`src/rtl/vga_image_scanner.sv`:
```
// VGA 640x480@60 scan/timing stage: reads a 2x-upscaled image window from a
// 1-cycle-latency buffer and emits sync, data-enable and RGB aligned to the data.
module vga_image_scanner #(
    parameter int          H_ACTIVE = 640,
    parameter int          H_FP     = 16,
    parameter int          H_SYNC   = 96,
    parameter int          H_BP     = 48,
    parameter int          V_ACTIVE = 480,
    parameter int          V_FP     = 10,
    parameter int          V_SYNC   = 2,
    parameter int          V_BP     = 33,
    parameter int          X0       = 192,
    parameter int          Y0       = 112,
    parameter int          IMG_DIM  = 128,
    parameter logic [11:0] BORDER   = 12'h000
) (
    input  logic        clk,
    input  logic        reset,
    output logic [6:0]  row,
    output logic [6:0]  col,
    output logic        oe,
    input  logic [11:0] rgb_in,
    output logic        vga_hsync,
    output logic        vga_vsync,
    output logic        vga_de,
    output logic [11:0] vga_rgb,
    output logic        frame_start
);
    localparam logic [9:0] H_LAST = 10'(H_ACTIVE + H_FP + H_SYNC + H_BP - 1);
    localparam logic [9:0] V_LAST = 10'(V_ACTIVE + V_FP + V_SYNC + V_BP - 1);
    localparam logic [9:0] H_ACT  = 10'(H_ACTIVE);
    localparam logic [9:0] V_ACT  = 10'(V_ACTIVE);
    localparam logic [9:0] HS_S   = 10'(H_ACTIVE + H_FP);
    localparam logic [9:0] HS_E   = 10'(H_ACTIVE + H_FP + H_SYNC);
    localparam logic [9:0] VS_S   = 10'(V_ACTIVE + V_FP);
    localparam logic [9:0] VS_E   = 10'(V_ACTIVE + V_FP + V_SYNC);
    localparam logic [9:0] WX0    = 10'(X0);
    localparam logic [9:0] WX1    = 10'(X0 + 2 * IMG_DIM);
    localparam logic [9:0] WY0    = 10'(Y0);
    localparam logic [9:0] WY1    = 10'(Y0 + 2 * IMG_DIM);

    typedef struct packed {
        logic de;
        logic hs;
        logic vs;
        logic img;
    } tmg_t;

    localparam tmg_t TMG_IDLE = '{de: 1'b0, hs: 1'b1, vs: 1'b1, img: 1'b0};

    logic [9:0]  h_q, h_d, v_q, v_d;
    logic [9:0]  hx, vy;
    logic        in_img, fs_d, fs_q;
    tmg_t        tmg_raw, tmg_d1_q;
    logic        hsync_q, vsync_q, de_q;
    logic [11:0] rgb_d, rgb_q;
    logic        unused_bits;

    always_comb begin
        h_d = h_q + 10'd1;
        v_d = v_q;
        if (h_q == H_LAST) begin
            h_d = '0;
            v_d = (v_q == V_LAST) ? 10'd0 : v_q + 10'd1;
        end
    end

    // Buffer address: window-relative position halved gives the 2x upscale.
    assign in_img = (h_q >= WX0) && (h_q < WX1) && (v_q >= WY0) && (v_q < WY1);
    assign hx     = h_q - WX0;
    assign vy     = v_q - WY0;
    assign oe     = in_img;
    assign col    = in_img ? hx[7:1] : 7'd0;
    assign row    = in_img ? vy[7:1] : 7'd0;
    assign unused_bits = ^{hx[9:8], hx[0], vy[9:8], vy[0]};

    assign tmg_raw.de  = (h_q < H_ACT) && (v_q < V_ACT);
    assign tmg_raw.hs  = !((h_q >= HS_S) && (h_q < HS_E));
    assign tmg_raw.vs  = !((v_q >= VS_S) && (v_q < VS_E));
    assign tmg_raw.img = in_img;
    assign fs_d        = (h_q == H_LAST) && (v_q == V_LAST);

    // Stage 2 merges buffer data, which lands alongside the stage-1 timing bits.
    always_comb begin
        rgb_d = 12'h000;
        if (tmg_d1_q.img)     rgb_d = rgb_in;
        else if (tmg_d1_q.de) rgb_d = BORDER;
    end

    always_ff @(posedge clk) begin
        if (reset) begin
            h_q      <= '0;
            v_q      <= '0;
            tmg_d1_q <= TMG_IDLE;
            hsync_q  <= 1'b1;
            vsync_q  <= 1'b1;
            de_q     <= 1'b0;
            rgb_q    <= '0;
            fs_q     <= 1'b0;
        end else begin
            h_q      <= h_d;
            v_q      <= v_d;
            tmg_d1_q <= tmg_raw;
            hsync_q  <= tmg_d1_q.hs;
            vsync_q  <= tmg_d1_q.vs;
            de_q     <= tmg_d1_q.de;
            rgb_q    <= rgb_d;
            fs_q     <= fs_d;
        end
    end

    assign vga_hsync   = hsync_q;
    assign vga_vsync   = vsync_q;
    assign vga_de      = de_q;
    assign vga_rgb     = rgb_q;
    assign frame_start = fs_q;
endmodule
```
`config.mk`:
```
export PLATFORM = sky130hd
export DESIGN_NAME = vga_image_scanner
export DESIGN_NICKNAME = d
export VERILOG_FILES = /design/src/rtl/vga_image_scanner.sv
export SDC_FILE = /design/constraint.sdc
export NUM_CORES = 1
export LEC_CHECK = 0
export CAP_MARGIN = 20
export CORE_MARGIN = 4
export CORE_UTILIZATION = 48
export CTS_CLUSTER_DIAMETER = 80
export CTS_CLUSTER_SIZE = 12
export DETAILED_ROUTE_END_ITERATION = 8
export PLACE_DENSITY = 0.76
export SLEW_MARGIN = 15
export SYNTH_ARGS = -nofsm -noshare
export SYNTH_HDL_FRONTEND = slang
export SYNTH_SLANG_ARGS = --single-unit
```
`constraint.sdc`:
```
create_clock -name clk -period 2.2 [get_ports clk]
set_input_delay 0.44 -clock clk [delete_from_list [all_inputs] [get_ports clk]]
set_output_delay 0.44 -clock clk [all_outputs]
set_load 0.02 [all_outputs]
```
==> results.md <==
- Crit path max-delay family: simple AND/OR/NAND/NOR gates
- Period utilisation layout: 100%
- Clock-pin slew on the worst setup and hold paths: 0.08 ns
- Max IR drop VDD: 0.410 mV
- Gr usage total: 18.1%
- Die W: 69.5 um
- Setup crit start kind: register
- Final Instance Area: 2620 sq um
- Crit path buffers/inverters: 2
- Iter 0 DRT Violations: 85
- Synth Net Count: 222
- Die area: 4830 sq um
- Worst-path maximum fanout: 8
- DRT Pass-1 Iters: 4
- Antenna cells: 0
- Asr flop ratio synth: 0%
- Final hold viol count: 0
- Top FF cell, synth: dfxtp_1
- Post-CTS Hold Buffers: 0
- Setup TNS: 0 ns
- Number of max-cap violations: 0
- Wire per inst: 13.9 um
- Slowest stage cell on the critical path: dfxtp_1
- # rows: 22
- CTS Buffer Depth: 2
- Gpl congestion: 0.843
- Largest family of logic cells by synthesized area: simple AND/OR/NAND/NOR gates
- Final Core Density: 71.6%
- Seq cells post-synth: 40
- Final WS setup: 0.0000273 ns
- EDFF count, synth: 0
- Vias: 1619
- Post-Syn Instances: 198
- Vias/cell: 5.14
- Non-filler instance count after layout: 315
- Pins Over Slew Limit: 0
- Clk Latency, worst-skew pair: 0.30 ns
- DP Cell Count: 304
- Hpwl dp: 2970 um
- Cell area after synthesis: 1820 sq um
- First-pass GRT wire length: 7060 um
- Layout area overhead: 44.3%
- Most frequent cell after synthesis: dfxtp_1
- Starting Density: 49.6%
- Crit path DAT: 1.76 ns
- Number of global-route vias before repair: 1533
- Layout cell share with drive strength beyond 1: 26.6%
- Top cell type's share of synthesized area: 44.1%
- Mux contribution to synthesized area: 0%
- Worst Skew: 0.00545 ns
- Final wirelength: 4370 um
- # setup viols final: 0
- Pin count of the biggest net entering global routing: 15
- Dpl cell area: 2430 sq um
- Slowest stage delay, CP: 0.34 ns
- Pleak: 1.07 nW
- Port Buf Inserts: 44
- Run status: complete, no violations
- IO Pins: 45
- Post-synth top area cell: dfxtp_1
- Largest cells by area after synthesis: dfxtp_1 (44%), xnor2_1 (7.7%), ha_1 (6.9%)
- Nets: 290
- Fmax achieved: 455 MHz
- Synth Area in Compound Gates: 5.37%
- Critical Path RT: 1.76 ns
- Worst slack at placement: -0.148 ns
- CTS root buf: clkbuf_8
- Most common library cells after synthesis: dfxtp_1 (40), nor2_1 (25), xnor2_1 (16), inv_1 (14), nand3_1 (13)
- Power Density: 536 nW/um^2
- CTS Buf Count: 5
- Hold Path Class: register to register
- CTS tree: done
- Detail Route Antenna Nets: 0
- DRC: 0
- Synth Area in Simple Gates: 28.5%
- Core ar.: 3660 sq um
- Critical path endpoint category: output pin
- Synthesis Warnings: 0
- Initial antenna violation count: 0
- Tmin final: 2.20 ns
- Sink Count: 40
- Adder-cell share of the synthesized area: 6.89%
- Slew @ Worst Pin: 0.557 ns
- Relative max-transition margin: 62.8%
- Critical path cell sequence: ha_4 -> xnor2_1 -> nor3_2 -> buf_4 -> and3_4 -> buf_6
- Grt total ovfl: 0
- XOR/XNOR Fraction of Synth Area: 9.16%
- Synth Area per Inst: 9.18 sq um
- Part of the Yosys area used for sequential elements: 44.1%
- Htree depth: 2
- Die Ht: 69.5 um
- Crit path kind: register to output pin
- Synth unique cells: 36
## stage by stage
step	hold WS (ns)	total power, mW
after detailed placement	0.394	0.809
after global routing	0.440	1.46
after CTS	0.412	1.42
after global placement	0.393	0.806
final	0.406	1.41
after floorplan	0.389	0.774
## metal layers
layer / part of all wire (%) / vias up / global-route usage (%)
met5: 0 / - / 0
met3: 5.9 / 15 / 4.49
met4: 2.9 / 0 / 8.46
met2: 48 / 57 / 28.6
li1: - / 792 / -
met1: 43 / 755 / 23.0
## layout make-up
type / count / area [sq um]
fill: 280 / 1040
clock inverter: 3 / 46.3
tap: 48 / 60.1
multi-input combinational: 136 / 983
clock buffer: 5 / 68.8
sequential: 40 / 802
timing repair buffer: 69 / 608
inverter: 14 / 52.6
## layout by cell type (no fill, tap or decap), drive strengths merged, types with 4 or more instances in the layout
| master | Yosys | routed |
|---|---|---|
| nand4 | 4 | 4 |
| and2 | 12 | 12 |
| nand3 | 13 | 13 |
| clkdlybuf4s50 | 0 | 29 |
| nor2 | 25 | 25 |
| clkbuf | 5 | 6 |
| nand2 | 7 | 7 |
| o21ai | 5 | 5 |
| nor3 | 6 | 6 |
| a21oi | 4 | 4 |
| dfxtp | 40 | 40 |
| xnor2 | 16 | 16 |
| inv | 14 | 15 |
| and3 | 8 | 8 |
| nor4 | 6 | 6 |
| ha | 10 | 10 |
| buf | 3 | 39 |
## cells by family after synthesis
logic type | after synthesis
AO/OA/AOI/OAI | 13
XOR/XNOR | 19
adder cells (fa/ha/maj) | 10
buffers and inverters | 22
flip-flops | 40
AND/OR/NAND/NOR | 94
## report_power, final
part,internal (mW),switching (mW),total (mW)
logic,0.0331,0.0213,0.0544
registers,0.730,0.00659,0.736
clock network,0.342,0.274,0.615
## state kept, by name (all words and copies together), names as in the netlist
name         count
vga_vsync        1
h_q             10
vga_hsync        1
vga_de           1
tmg_d1_q         4
frame_start      1
v_q             10
vga_rgb         12
## timing repair
action / 4_1_cts / 5_1_grt
setup endpoints to repair: 15 / 15
setup buffers: 3 / 0
pin swaps: 1 / 4
resized for setup: 57 / 38
## path summary, 6_finish.rpt
kind	start	to	slack [ns]	cells after the start
setup / recovery	h_q[7]$_SDFF_PP0_	row[4]	0.00003	6
hold / removal	tmg_d1_q[2]$_SDFF_PP1_	vga_hsync$_SDFF_PP1_	0.41	1
setup reg to reg	v_q[4]$_SDFFE_PP0P_	v_q[7]$_SDFFE_PP0P_	0.23	7
hold reg to reg	tmg_d1_q[2]$_SDFF_PP1_	vga_hsync$_SDFF_PP1_	0.41	1
No activity file was read; power rests on OpenSTA's default activity.
